**src/rtl/binary_dispatch_pkg.sv**
```systemverilog
// Shared constants for the binary dispatcher: parameter defaults, the
// broadcast key pattern and the drop-counter ceiling.
package binary_dispatch_pkg;

  localparam int CANDIDATE_CNT_DEFAULT = 5;
  localparam int KEY_WIDTH_DEFAULT     = 6;
  localparam int DATA_WIDTH_DEFAULT    = 16;

  // Wide all-ones pattern; users slice off KEY_WIDTH bits to get their broadcast key.
  localparam int                        KEY_WIDTH_MAX = 32;
  localparam logic [KEY_WIDTH_MAX-1:0]  BCAST_KEY_ALL = '1;

  localparam int          DROP_CNT_WIDTH = 16;
  localparam logic [15:0] DROP_CNT_MAX   = 16'hFFFF;

endpackage

```
**src/rtl/dispatch_slot.sv**
```systemverilog
// One-entry output slot for a single dispatch target; outputs come straight
// from the slot registers.
module dispatch_slot
  import binary_dispatch_pkg::*;
#(
  parameter int KEY_WIDTH  = KEY_WIDTH_DEFAULT,
  parameter int DATA_WIDTH = DATA_WIDTH_DEFAULT
) (
  input  logic                  clk,
  input  logic                  rst_n,
  input  logic                  load,
  input  logic [KEY_WIDTH-1:0]  load_key,
  input  logic [DATA_WIDTH-1:0] load_data,
  input  logic                  out_rdy,
  output logic                  out_vld,
  output logic [KEY_WIDTH-1:0]  out_key,
  output logic [DATA_WIDTH-1:0] out_data,
  output logic                  slot_free
);

  logic                  vld_d, vld_q;
  logic [KEY_WIDTH-1:0]  key_d, key_q;
  logic [DATA_WIDTH-1:0] data_d, data_q;

  // A drain and a refill at the same edge leave the slot full with the new item.
  always_comb begin
    vld_d  = vld_q;
    key_d  = key_q;
    data_d = data_q;
    if (load) begin
      vld_d  = 1'b1;
      key_d  = load_key;
      data_d = load_data;
    end else if (out_rdy) begin
      vld_d  = 1'b0;
    end
  end

  always_ff @(posedge clk or negedge rst_n) begin
    if (!rst_n) begin
      vld_q  <= 1'b0;
      key_q  <= '0;
      data_q <= '0;
    end else begin
      vld_q  <= vld_d;
      key_q  <= key_d;
      data_q <= data_d;
    end
  end

  assign slot_free = !vld_q || out_rdy;
  assign out_vld   = vld_q;
  assign out_key   = key_q;
  assign out_data  = data_q;

endmodule

```
**src/rtl/binary_dispatcher.sv**
```systemverilog
// Routes keyed items to one of CANDIDATE_CNT one-entry target slots, broadcasts
// the all-ones key to every slot, and drops and counts items with unused keys.
module binary_dispatcher
  import binary_dispatch_pkg::*;
#(
  parameter int CANDIDATE_CNT = CANDIDATE_CNT_DEFAULT,
  parameter int KEY_WIDTH     = KEY_WIDTH_DEFAULT,
  parameter int DATA_WIDTH    = DATA_WIDTH_DEFAULT
) (
  input  logic                                clk,
  input  logic                                rst_n,
  input  logic                                in_vld,
  output logic                                in_rdy,
  input  logic [KEY_WIDTH-1:0]                in_key,
  input  logic [DATA_WIDTH-1:0]               in_data,
  output logic [CANDIDATE_CNT-1:0]            out_vld,
  input  logic [CANDIDATE_CNT-1:0]            out_rdy,
  output logic [CANDIDATE_CNT*KEY_WIDTH-1:0]  out_key,
  output logic [CANDIDATE_CNT*DATA_WIDTH-1:0] out_data,
  output logic                                drop_pulse,
  output logic [DROP_CNT_WIDTH-1:0]           drop_cnt
);

  localparam logic [KEY_WIDTH-1:0] BCAST_KEY = BCAST_KEY_ALL[KEY_WIDTH-1:0];
  localparam logic [KEY_WIDTH-1:0] CNT_KEY   = KEY_WIDTH'(CANDIDATE_CNT);

  logic [CANDIDATE_CNT-1:0]  slot_free;
  logic [CANDIDATE_CNT-1:0]  slot_load;
  logic                      is_bcast, is_unicast, is_illegal, sel_free, accept;
  logic                      drop_pulse_d, drop_pulse_q;
  logic [DROP_CNT_WIDTH-1:0] drop_cnt_d, drop_cnt_q;

  // in_rdy deliberately ignores in_vld so upstream may wait on it safely.
  always_comb begin
    is_bcast   = (in_key == BCAST_KEY);
    is_unicast = (in_key < CNT_KEY);
    is_illegal = !is_bcast && !is_unicast;
    sel_free   = 1'b0;
    for (int i = 0; i < CANDIDATE_CNT; i++) begin
      if (in_key == KEY_WIDTH'(i)) sel_free = slot_free[i];
    end
    if (is_unicast)    in_rdy = sel_free;
    else if (is_bcast) in_rdy = &slot_free;
    else               in_rdy = 1'b1;
    accept    = in_vld && in_rdy;
    slot_load = '0;
    for (int i = 0; i < CANDIDATE_CNT; i++) begin
      slot_load[i] = accept && (is_bcast || (in_key == KEY_WIDTH'(i)));
    end
    drop_pulse_d = accept && is_illegal;
    drop_cnt_d   = drop_cnt_q;
    if (drop_pulse_d && (drop_cnt_q != DROP_CNT_MAX)) drop_cnt_d = drop_cnt_q + 16'd1;
  end

  always_ff @(posedge clk or negedge rst_n) begin
    if (!rst_n) begin
      drop_pulse_q <= 1'b0;
      drop_cnt_q   <= '0;
    end else begin
      drop_pulse_q <= drop_pulse_d;
      drop_cnt_q   <= drop_cnt_d;
    end
  end

  assign drop_pulse = drop_pulse_q;
  assign drop_cnt   = drop_cnt_q;

  for (genvar g = 0; g < CANDIDATE_CNT; g++) begin : g_slot
    dispatch_slot #(
      .KEY_WIDTH (KEY_WIDTH),
      .DATA_WIDTH(DATA_WIDTH)
    ) u_slot (
      .clk      (clk),
      .rst_n    (rst_n),
      .load     (slot_load[g]),
      .load_key (in_key),
      .load_data(in_data),
      .out_rdy  (out_rdy[g]),
      .out_vld  (out_vld[g]),
      .out_key  (out_key[g*KEY_WIDTH +: KEY_WIDTH]),
      .out_data (out_data[g*DATA_WIDTH +: DATA_WIDTH]),
      .slot_free(slot_free[g])
    );
  end

endmodule

```
**config.mk**
```make
export PLATFORM = sky130hd
export DESIGN_NAME = binary_dispatcher
export DESIGN_NICKNAME = d
export VERILOG_FILES = /design/src/rtl/binary_dispatch_pkg.sv /design/src/rtl/dispatch_slot.sv /design/src/rtl/binary_dispatcher.sv
export SDC_FILE = /design/constraint.sdc
export NUM_CORES = 1
export LEC_CHECK = 0
export ABC_AREA = 1
export CAP_MARGIN = 20
export CORE_MARGIN = 5
export CORE_UTILIZATION = 45
export DETAILED_ROUTE_END_ITERATION = 7
export PLACE_DENSITY_LB_ADDON = 0.3
export SETUP_SLACK_MARGIN = 0.5
export SLEW_MARGIN = 10
export SYNTH_ARGS = -nofsm -noshare
export SYNTH_HDL_FRONTEND = slang
export SYNTH_SLANG_ARGS = --single-unit
```
**constraint.sdc**
```tcl
create_clock -name clk -period 2.44 [get_ports clk]
set_input_delay 0.732 -clock clk [delete_from_list [all_inputs] [get_ports clk]]
set_output_delay 0.732 -clock clk [all_outputs]
set_load 0.03 [all_outputs]
```
==> load_flow_metrics.sql, run 1 <==
INSERT INTO impl_metrics (metric_group, metric, value, unit) VALUES
('status', 'outcome', 'finished with violations', ''),
('status', 'failed_checks', 'negative setup slack', ''),
('worst_setup_path', 'worstSetupEndpointType', 'output port', ''),
('cells_and_area', 'num-fill-cells', '701', ''),
('synthesis', 'synth.mux.area_fraction', '0', '%'),
('route', 'vias', '5512', ''),
('route', 'drt-total-wl', '21000', 'microns'),
('grt', 'grt_max_degree', '133', ''),
('route', 'first_drt_iteration_drcs', '577', ''),
('synthesis', 'synth_top_flop_cell', 'sky130_fd_sc_hd__dfrtp_1', ''),
('clocking', 'worst_skew_pair.late_latency', '420', 'ps'),
('clocking', 'cts-hold-fix-buffers', '0', ''),
('timing', 'postLayoutSetupSlackWorst', '-57.0', 'ps'),
('worst_setup_path', 'cp-start-kind', 'input port', ''),
('synthesis', 'synthesized_area_fraction_occupied_by_ao_oa_aoi_and_oai_cells', '0.400', '%'),
('timing', 'clock.fmax', '0.400', 'GHz'),
('synthesis', 'netlist_instances', '658', ''),
('cells_and_area', 'antenna_cells', '0', ''),
('synthesis', 'post-synth-top-area-fraction', '58.7', '%'),
('grt', 'antenna_found_initial', '0', ''),
('grt', 'met2_usage', '42.3', '%'),
('synthesis', 'synth_warnings', '0', ''),
('timing', 'finalHoldWorstSlack', '387', 'ps'),
('clocking', 'cts_tree', 'done', ''),
('job', 'maxCapViolations', '0', ''),
('route', 'drt_drc_violations_left', '0', ''),
('placed_design', 'io_buffer_count', '162', ''),
('timing', 'finalSetupTns', '-57.0', 'ps'),
('floorplanning', 'width_of_the_chip', '122', 'microns'),
('timing', 'final-setup-viol-count', '1', ''),
('worst_setup_path', 'critPathArrivalTime', '1760', 'ps'),
('synthesis', 'syn-mean-instance-area', '8.56', 'sq um'),
('placed_design', 'place.gp.congestion', '0.866', ''),
('timing', 'final_count_of_pins_violating_max_slew', '0', ''),
('power_and_ir_drop', 'p_sw', '2.89', 'mW'),
('power_and_ir_drop', 'switching_share', '35.7', '%'),
('worst_hold_path', 'hold_path.class', 'input port to async pin', ''),
('grt', 'global_route.peak_usage_layer', 'met2', ''),
('floorplanning', 'ioPinCount', '163', ''),
('grt', 'grt_use_met1', '33.0', '%'),
('cells_and_area', 'post_route_cells_drive_above_1_share', '35.0', '%'),
('grt', 'first_global_vias', '5408', ''),
('worst_setup_path', 'path_max_fanout', '5', ''),
('floorplanning', 'placement_rows', '40', ''),
('synthesis', 'synth_largest_area_cell', 'sky130_fd_sc_hd__dfrtp_1', ''),
('power_and_ir_drop', 'power.ir.vdd_worst', '666', 'uV'),
('route', 'via_per_inst', '5.18', ''),
('clocking', 'cts.root.buffer_cell', 'sky130_fd_sc_hd__clkbuf_16', ''),
('grt', 'grtUsageMet3', '7.52', '%'),
('clocking', 'numClockSinks', '132', ''),
('power_and_ir_drop', 'post-layout-total-power', '8.10', 'mW'),
('synthesis', 'yosys.cell_count.top_type', 'sky130_fd_sc_hd__nand2_1', ''),
('cells_and_area', 'post_layout_nonfiller_instances', '1064', ''),
('cells_and_area', 'area_of_the_multi_input_gates', '0.00280', 'sq mm'),
('synthesis', 'synthesized_area_fraction_occupied_by_adder_cells', '0.222', '%'),
('grt', 'grt_pass1_wl', '29200', 'microns'),
('synthesis', 'dominant_combinational_cell_family_by_area_after_synthesis', 'simple AND/OR/NAND/NOR gates', ''),
('worst_setup_path', 'worst-endpoint-required', '1710', 'ps'),
('clocking', 'tritoncts.num_buffers', '17', ''),
('synthesis', 'synth.top_cells.by_area', 'sky130_fd_sc_hd__dfrtp_1 59%, sky130_fd_sc_hd__nand2_1 24%, sky130_fd_sc_hd__nand4_1 2.7%', ''),
('synthesis', 'ys_types', '30', ''),
('synthesis', 'synth-seq-cells', '132', ''),
('route', 'first_pass_iters', '7', ''),
('timing', 'worstMarginPinSlew', '737', 'ps'),
('power_and_ir_drop', 'intPower', '5.21', 'mW'),
('floorplanning', 'starting_density_of_the_core', '46.3', '%'),
('synthesis', 'synth_sequential_area_ratio', '58.7', '%'),
('synthesis', 'synth-edff-count', '0', ''),
('worst_setup_path', 'criticalPathCategory', 'input port to output port', ''),
('floorplanning', 'core_region_area', '0.0122', 'sq mm'),
('power_and_ir_drop', 'power.density', '821', 'mW/mm^2');
-- sequential cells by signal (all words and copies together), names as in the netlist --
name	cells
g_slot.u_slot.out_vld	5
drop_pulse	1
g_slot.u_slot.out_data	80
g_slot.u_slot.out_key	30
drop_cnt	16
-- power groups by stage --
| stage | registers, mW | clock network [mW] | logic [mW] |
|---|---|---|---|
| after global routing | 3.09 | 2.53 | 2.79 |
| final | 3.04 | 2.41 | 2.64 |
| after global placement | 2.94 | 0 | 2.42 |
| after detailed placement | 2.95 | 0 | 2.46 |
| after CTS | 2.96 | 2.41 | 2.57 |
| after floorplan | 3.76 | 0 | 0.436 |
-- worst max-delay path: stages --
cell	delay, ps
sky130_fd_sc_hd__buf_6	100
sky130_fd_sc_hd__nor2_4	240
sky130_fd_sc_hd__and2_4	200
sky130_fd_sc_hd__nand4_1	120
sky130_fd_sc_hd__nand3_2	110
sky130_fd_sc_hd__nand2_4	70
sky130_fd_sc_hd__nand2_8	60
sky130_fd_sc_hd__buf_6	120
-- layout by cell type (no fill, tap or decap), types with 6 or more instances in the layout --
cell type / n
sky130_fd_sc_hd__nand2_1: 209
sky130_fd_sc_hd__dfrtp_1: 130
sky130_fd_sc_hd__dlymetal6s2s_1: 125
sky130_fd_sc_hd__nand2_2: 110
sky130_fd_sc_hd__nand2_4: 39
sky130_fd_sc_hd__buf_4: 32
sky130_fd_sc_hd__inv_1: 30
sky130_fd_sc_hd__nand4_1: 24
sky130_fd_sc_hd__clkbuf_16: 17
sky130_fd_sc_hd__clkdlybuf4s50_1: 17
sky130_fd_sc_hd__buf_6: 17
sky130_fd_sc_hd__nor2_1: 15
sky130_fd_sc_hd__nor2_4: 14
sky130_fd_sc_hd__buf_12: 14
sky130_fd_sc_hd__nand3_1: 9
sky130_fd_sc_hd__buf_16: 8
sky130_fd_sc_hd__nand2_8: 7
sky130_fd_sc_hd__buf_8: 7
sky130_fd_sc_hd__clkbuf_2: 7
sky130_fd_sc_hd__xor2_1: 6
-- cell families (layout without fill, tap and decap cells) --
| logic type | Yosys count | in the layout |
|---|---|---|
| xor+xnor | 10 | 10 |
| flops | 132 | 132 |
| fa+ha+maj | 1 | 1 |
| buf+inv | 62 | 300 |
| simple gates | 450 | 450 |
| compound gates | 3 | 3 |
-- per-stage QoR --
stage | setup WS [ps] | area, sq um | utilization, %
after floorplan | 323 | 5700 | -
after global placement | -438 | 7750 | 63.7
after detailed placement | -492 | 7750 | 63.7
after CTS | 23.1 | 9050 | 74.4
after global routing | -106 | 9880 | 81.2
final | -57.0 | 9880 | 81.2
-- cell type report --
cell class	instances	area share, %
inverter	34	1.30
tap	168	2.13
timing repair buffer	237	29.2
clock inverter	5	0.507
clock buffer	24	5.08
multi-input combinational	464	28.3
sequential	132	33.5
-- what timing repair did --
| action | 4_1_cts | 5_1_grt |
|---|---|---|
| gates cloned | 11 | 1 |
| buffers inserted | 17 | 4 |
| pin swaps | 20 | 25 |
| resized for setup | 157 | 292 |
| setup endpoints to repair | 265 | 265 |
-- layer usage --
layer  part of all wire (%)  routed length, microns
met1                     39                    8110
met2                     52                   10900
met3                    6.8                    1440
met4                    2.7                     570
met5                      0                       0
-- worst paths after layout --
path	cells past startpoint	endpoint	slack (ps)	startpoint
setup / recovery	8	in_rdy	-60	in_key[5]
hold / removal	2	drop_cnt[5]	390	rst_n
setup reg to reg	16	g_slot[1].u_slot.out_data[9]	90	g_slot[3].u_slot.out_vld
hold reg to reg	2	g_slot[3].u_slot.out_data[9]	480	g_slot[3].u_slot.out_data[9]
max in group asynchronous	2	g_slot[4].u_slot.out_key[3]	1470	rst_n
min in group clk	2	g_slot[3].u_slot.out_data[9]	480	g_slot[3].u_slot.out_data[9]
Note: power is estimated with default switching activity, not from simulation.
==> inputs of run 2 (changes only) <==
--- a/config.mk
+++ b/config.mk
@@ -8,11 +8,11 @@
 export ABC_AREA = 1
 export CAP_MARGIN = 20
 export CORE_MARGIN = 5
-export CORE_UTILIZATION = 45
+export CORE_UTILIZATION = 48
 export DETAILED_ROUTE_END_ITERATION = 7
 export PLACE_DENSITY_LB_ADDON = 0.3
 export SETUP_SLACK_MARGIN = 0.5
-export SLEW_MARGIN = 10
+export SLEW_MARGIN = 20
 export SYNTH_ARGS = -nofsm -noshare
 export SYNTH_HDL_FRONTEND = slang
 export SYNTH_SLANG_ARGS = --single-unit
==> load_flow_metrics.sql, run 2 (synthesis results as in run 1) <==
INSERT INTO impl_metrics (metric_group, metric, value, unit) VALUES
('worst_setup_path', 'worstPathCellList', 'clkbuf_4, nand2_2, clkinv_1, nand3_2, nor2_1, nor2_1, nand3_2, nand2_4, nand2_8, buf_6', ''),
('timing', 'final_count_of_pins_violating_max_slew', '0', ''),
('power_and_ir_drop', 'power.density', '837', 'mW/mm^2'),
('cells_and_area', 'post_route_cells_drive_above_1_share', '38.6', '%'),
('clocking', 'tritoncts.num_buffers', '17', ''),
('grt', 'grt_usage', '27.4', '%'),
('power_and_ir_drop', 'power.ir.vdd_worst', '888', 'uV'),
('timing', 'final-setup-viol-count', '28', ''),
('grt', 'first_global_vias', '5650', ''),
('job', 'maxCapViolations', '0', ''),
('floorplanning', 'ioPinCount', '163', ''),
('worst_setup_path', 'worstSetupEndpointType', 'output port', ''),
('worst_setup_path', 'critPathArrivalTime', '1810', 'ps'),
('floorplanning', 'core_region_area', '0.0115', 'sq mm'),
('cells_and_area', 'mostFrequentLayoutCells', '193 x sky130_fd_sc_hd__nand2_1, 126 x sky130_fd_sc_hd__dfrtp_1, 123 x sky130_fd_sc_hd__dlymetal6s2s_1', ''),
('grt', 'grt_max_degree', '46', ''),
('route', 'first_pass_iters', '5', ''),
('worst_setup_path', 'cp-start-kind', 'input port', ''),
('timing', 'postLayoutSetupSlackWorst', '-97.5', 'ps'),
('grt', 'grt_pass1_wl', '30200', 'microns'),
('timing', 'finClkSkew', '8.25', 'ps'),
('placed_design', 'place.gp.congestion', '0.911', ''),
('timing', 'fin_crit_sh', '104', '%'),
('placed_design', 'place_hpwl', '11700', 'microns'),
('floorplanning', 'starting_density_of_the_core', '49.1', '%'),
('grt', 'antenna_found_initial', '0', ''),
('timing', 'grt_setup_unrepaired', 'yes', ''),
('grt', 'global_route_congestion_overflow_total', '0', ''),
('timing', 'finalHoldWorstSlack', '237', 'ps'),
('floorplanning', 'width_of_the_chip', '118', 'microns'),
('floorplanning', 'die_h', '118', 'microns'),
('worst_setup_path', 'critical-path-slowest-cell', 'sky130_fd_sc_hd__clkbuf_4', ''),
('worst_setup_path', 'criticalPathCategory', 'input port to output port', ''),
('route', 'vias', '5884', ''),
('cells_and_area', 'largest_register_ffs', '80', ''),
('timing', 'hold_viol_final', '0', ''),
('worst_setup_path', 'worst-endpoint-required', '1710', 'ps'),
('status', 'failed_checks', 'negative setup slack', ''),
('timing', 'slew_headroom', '69.3', '%'),
('worst_hold_path', 'hold_path.class', 'input port to async pin', ''),
('placed_design', 'io_buffer_count', '162', ''),
('floorplanning', 'dieArea', '0.0140', 'sq mm'),
('route', 'drt_drc_violations_left', '0', ''),
('clocking', 'cts.path.max_buffers', '2', ''),
('route', 'drt-total-wl', '23400', 'microns'),
('clocking', 'path_clk_slew', '50', 'ps'),
('clocking', 'cts.root.buffer_cell', 'sky130_fd_sc_hd__clkbuf_16', ''),
('worst_setup_path', 'critical_path.max_stage_delay', '150', 'ps'),
('cells_and_area', 'layout-area-overhead-vs-synth', '81.6', '%'),
('status', 'outcome', 'finished with violations', ''),
('cells_and_area', 'num-fill-cells', '480', ''),
('power_and_ir_drop', 'post-layout-total-power', '8.56', 'mW'),
('clocking', 'worst_skew_pair.late_latency', '420', 'ps'),
('worst_setup_path', 'critPathTopFamily', 'simple AND/OR/NAND/NOR gates', ''),
('clocking', 'cts_tree', 'done', ''),
('floorplanning', 'placement_rows', '39', ''),
('cells_and_area', 'layout_commonest_cell', 'sky130_fd_sc_hd__nand2_1', ''),
('clocking', 'numClockSinks', '132', ''),
('worst_setup_path', 'worst-path-buf-inv', '3', ''),
('route', 'drtAntennaViolNets', '0', ''),
('timing', 'worstMarginPinSlew', '460', 'ps'),
('cells_and_area', 'nets', '930', ''),
('route', 'routed_wire_length_per_instance', '22.2', 'microns'),
('worst_setup_path', 'path_max_fanout', '5', ''),
('timing', 'finalSetupTns', '-480', 'ps'),
('timing', 'clock.fmax', '0.394', 'GHz'),
('clocking', 'cts-hold-fix-buffers', '0', ''),
('timing', 'fin_crit', '2540', 'ps'),
('cells_and_area', 'antenna_cells', '0', ''),
('power_and_ir_drop', 'leakagePower', '6.55', 'nW'),
('clocking', 'htree_num_levels', '4', ''),
('route', 'first_drt_iteration_drcs', '621', ''),
('route', 'via_per_inst', '5.58', '');
run 2: cell type report:
cell class / instances / area (sq um) / area share, %
Multi-Input combinational cell: 467 / 2970 / 29.1
Clock buffer: 21 / 470 / 4.60
Timing Repair Buffer: 247 / 3020 / 29.5
Inverter: 34 / 128 / 1.25
Sequential cell: 132 / 3310 / 32.4
Clock inverter: 11 / 149 / 1.46
Tap cell: 143 / 179 / 1.75
run 2: worst register-to-register path, delay by kind of cell (launching register included):
family          cells  cell delay [ps]
flops               1              380
simple gates        8              620
compound gates      1              220
buf+inv             7              880
run 2: path summary, 6_finish.rpt:
check	start	to	slack [ps]	cells past startpoint
hold reg to reg	g_slot[2].u_slot.out_key[1]	g_slot[2].u_slot.out_key[1]	470	1
max in group asynchronous	rst_n	g_slot[4].u_slot.out_data[2]	1580	2
hold / removal	rst_n	g_slot[0].u_slot.out_key[1]	240	1
setup / recovery	in_key[1]	in_rdy	-100	10
setup reg to reg	g_slot[3].u_slot.out_vld	g_slot[2].u_slot.out_data[3]	220	16
min in group clk	g_slot[2].u_slot.out_key[1]	g_slot[2].u_slot.out_key[1]	470	1
run 2: routing by layer:
layer	up-vias	GRT usage, %	part of all wire [%]	routed length, microns
li1	2520	-	-	-
met1	2911	33.1	36	8400
met2	354	46.8	51	12000
met3	99	8.88	8.6	2020
met4	0	8.32	4.4	1020
met5	-	0	0	0
run 2: power breakdown:
part | switching [mW] | total, mW | internal, mW
clock network | 1.01 | 2.70 | 1.69
registers | 0.461 | 3.09 | 2.62
logic | 1.65 | 2.78 | 1.13
total | 3.11 | 8.56 | 5.45
run 2: stage by stage:
step	setup slack, ps	util [%]	cells	area (sq um)
floorplan	323	-	658	5700
global placement	-463	67.4	978	7730
detailed placement	-524	67.4	978	7730
CTS	7.84	79.1	1043	9070
global route	-142	89.2	1055	10200
finish	-97.5	89.2	1055	10200
run 2: what timing repair did:
item	in CTS	in global routing
cloned	12	2
resized for setup	141	371
endpoints found under the setup margin	265	262
pin swaps	25	26
buffers inserted	21	10
==> inputs of run 3 (changes only) <==
--- a/config.mk
+++ b/config.mk
@@ -7,7 +7,6 @@
 export LEC_CHECK = 0
 export ABC_AREA = 1
 export CAP_MARGIN = 20
-export CORE_MARGIN = 5
 export CORE_UTILIZATION = 48
 export DETAILED_ROUTE_END_ITERATION = 7
 export PLACE_DENSITY_LB_ADDON = 0.3
==> load_flow_metrics.sql, run 3 (synthesis results as in run 1) <==
INSERT INTO impl_metrics (metric_group, metric, value, unit) VALUES
('cells_and_area', 'nets', '936', ''),
('timing', 'postLayoutSetupSlackWorst', '-160', 'ps'),
('clocking', 'worst_skew_pair.late_latency', '430', 'ps'),
('worst_setup_path', 'worstSetupEndpointType', 'register', ''),
('floorplanning', 'core_region_area', '0.0114', 'sq mm'),
('grt', 'first_global_vias', '5594', ''),
('route', 'drtAntennaViolNets', '0', ''),
('power_and_ir_drop', 'post-layout-total-power', '8.47', 'mW'),
('timing', 'finClkSkew', '10.4', 'ps'),
('route', 'via_per_inst', '5.90', ''),
('power_and_ir_drop', 'leakagePower', '6.55', 'nW'),
('grt', 'antenna_found_initial', '0', ''),
('clocking', 'cts.root.buffer_cell', 'sky130_fd_sc_hd__clkbuf_16', ''),
('timing', 'final_count_of_pins_violating_max_slew', '0', ''),
('worst_hold_path', 'hold_path.class', 'input port to async pin', ''),
('floorplanning', 'dieArea', '0.0122', 'sq mm'),
('clocking', 'numClockSinks', '132', ''),
('cells_and_area', 'post_layout_nonfiller_instances', '1060', ''),
('clocking', 'htree_num_levels', '4', ''),
('route', 'drt-total-wl', '25900', 'microns'),
('route', 'routed_wire_length_per_instance', '24.4', 'microns'),
('grt', 'global_route_congestion_overflow_total', '0', ''),
('clocking', 'path_clk_slew', '60', 'ps'),
('timing', 'clock.fmax', '0.385', 'GHz'),
('timing', 'worstMarginPinSlew', '661', 'ps'),
('worst_setup_path', 'critPathMostFrequentCell', 'sky130_fd_sc_hd__buf_6', ''),
('floorplanning', 'width_of_the_chip', '110', 'microns'),
('power_and_ir_drop', 'power.density', '821', 'mW/mm^2'),
('worst_setup_path', 'worst-endpoint-required', '2800', 'ps'),
('timing', 'fin_crit_sh', '107', '%'),
('timing', 'hold_viol_final', '0', ''),
('placed_design', 'io_buffer_count', '162', ''),
('job', 'maxCapViolations', '0', ''),
('status', 'failed_checks', 'negative setup slack', ''),
('power_and_ir_drop', 'intPower', '5.32', 'mW'),
('floorplanning', 'placement_rows', '39', ''),
('power_and_ir_drop', 'power.ir.vdd_worst', '767', 'uV'),
('worst_setup_path', 'cp-start-kind', 'input port', ''),
('placed_design', 'place_hpwl', '11300', 'microns'),
('cells_and_area', 'largest_register_ffs', '80', ''),
('cells_and_area', 'layout_commonest_cell', 'sky130_fd_sc_hd__nand2_1', ''),
('power_and_ir_drop', 'comb_power_share', '33.4', '%'),
('clocking', 'cts-hold-fix-buffers', '0', ''),
('worst_setup_path', 'critPathArrivalTime', '2960', 'ps'),
('cells_and_area', 'layout-area-overhead-vs-synth', '83.1', '%'),
('power_and_ir_drop', 'switching_share', '37.2', '%'),
('route', 'drt_drc_violations_left', '0', ''),
('worst_setup_path', 'critical-path-slowest-cell', 'sky130_fd_sc_hd__nor2_4', ''),
('timing', 'finalHoldWorstSlack', '262', 'ps'),
('worst_setup_path', 'criticalPathCategory', 'input port to register', ''),
('cells_and_area', 'final_area', '0.0103', 'sq mm'),
('timing', 'grt_setup_unrepaired', 'yes', ''),
('clocking', 'cts.path.max_buffers', '2', ''),
('timing', 'fin_crit', '2600', 'ps'),
('clocking', 'tritoncts.num_buffers', '17', ''),
('grt', 'grt_usage', '32.6', '%'),
('route', 'vias', '6255', ''),
('worst_setup_path', 'path_max_fanout', '16', ''),
('power_and_ir_drop', 'p_sw', '3.15', 'mW'),
('timing', 'final-setup-viol-count', '73', ''),
('cells_and_area', 'antenna_cells', '0', ''),
('placed_design', 'place.gp.congestion', '0.896', ''),
('placed_design', 'post-place-cells', '974', ''),
('power_and_ir_drop', 'share_clk_of_total_power', '30.3', '%'),
('cells_and_area', 'mostFrequentLayoutCells', '204 x sky130_fd_sc_hd__nand2_1, 125 x sky130_fd_sc_hd__dfrtp_1, 120 x sky130_fd_sc_hd__dlymetal6s2s_1', ''),
('clocking', 'cts_tree', 'done', ''),
('placed_design', 'detailed_place.area', '0.00773', 'sq mm'),
('route', 'first_pass_iters', '7', ''),
('cells_and_area', 'post_route_cells_drive_above_1_share', '39.0', '%'),
('timing', 'slew_headroom', '55.5', '%'),
('floorplanning', 'die_h', '110', 'microns'),
('grt', 'grt_max_degree', '55', ''),
('power_and_ir_drop', 'seq_power_share', '36.3', '%'),
('floorplanning', 'starting_density_of_the_core', '49.3', '%'),
('floorplanning', 'ioPinCount', '163', ''),
('status', 'outcome', 'finished with violations', ''),
('route', 'first_drt_iteration_drcs', '725', ''),
('worst_setup_path', 'worstPathCellList', 'buf_8, nor2_4, and2_4, nand4_1, nand3_2, nand2_4, nand2_8, buf_6, buf_6, buf_6, buf_6, nand2_8, nor2_4, nand2_1, nand2_1', ''),
('worst_setup_path', 'critical_path.max_stage_delay', '520', 'ps'),
('grt', 'grt_pass1_wl', '28900', 'microns');
run 3: cell types whose count changed in the layout (fill, tap and decap cells not counted), sizes merged:
cell,before,now
dlygate4sd2,2,0
dlymetal6s2s,123,120
clkinv,5,3
nand2,368,365
buf,93,109
clkdlybuf4s15,4,5
clkdlybuf4s18,2,1
bufinv,3,2
run 3: final timing paths:
kind                                                  start                      endpoint  slack [ps]  depth (start not counted)
worst max-delay path                              in_key[5]  g_slot[0].u_slot.out_data[3]        -160                         15
worst min-delay path                                  rst_n                  drop_cnt[10]         260                          1
worst max register to register     g_slot[3].u_slot.out_vld  g_slot[0].u_slot.out_data[3]         -90                         16
worst min register to register  g_slot[3].u_slot.out_key[1]   g_slot[3].u_slot.out_key[1]         460                          1
max in group asynchronous                             rst_n   g_slot[2].u_slot.out_key[1]        1520                          2
min in group clk                g_slot[3].u_slot.out_key[1]   g_slot[3].u_slot.out_key[1]         460                          1
run 3: area by class of cell:
class                      instances  area [sq um]
multi-input combinational        464          2920
sequential                       132          3310
timing repair buffer             256          3200
inverter                          34           128
clock buffer                      23           468
tap                              143           179
clock inverter                     8           101
fill                             416          1110
run 3: power groups by stage:
stage,clock network [mW],registers [mW],logic [mW]
after global routing,2.66,3.10,2.94
after floorplan,0,3.76,0.436
after CTS,2.50,2.92,2.53
after global placement,0,2.92,2.41
after detailed placement,0,2.93,2.46
final,2.57,3.07,2.83
run 3: what timing repair did:
| action | CTS | global route |
|---|---|---|
| pin swaps | 26 | 37 |
| setup buffers | 22 | 20 |
| endpoints found under the setup margin | 265 | 261 |
| resized for setup | 147 | 384 |
| cloned | 11 | 2 |
run 3: worst max-delay path: cells and delay by family:
| kind | cells | cell delay [ps] |
|---|---|---|
| and+or+nand+nor | 10 | 1760 |
| buffers and inverters | 5 | 460 |
run 3: stage by stage:
step | setup TNS (ps) | setup slack (ps) | utilization (%)
2_1_floorplan | 0 | 323 | -
3_3_place_gp | -55510 | -466 | 67.7
3_5_place_dp | -64990 | -545 | 67.7
4_1_cts | 0 | 12.9 | 79.0
5_1_grt | -11550 | -250 | 90.3
6_report | -3820 | -160 | 90.3
run 3: routing by layer:
layer / GRT usage, % / routed length (microns) / vias to the layer above / part of all wire [%]
met5: 0 / 0 / - / 0
met4: 16.6 / 1930 / 0 / 7.5
met3: 10.4 / 2830 / 197 / 11
met2: 53.2 / 12600 / 546 / 49
met1: 38.5 / 8550 / 2999 / 33
li1: - / - / 2513 / -
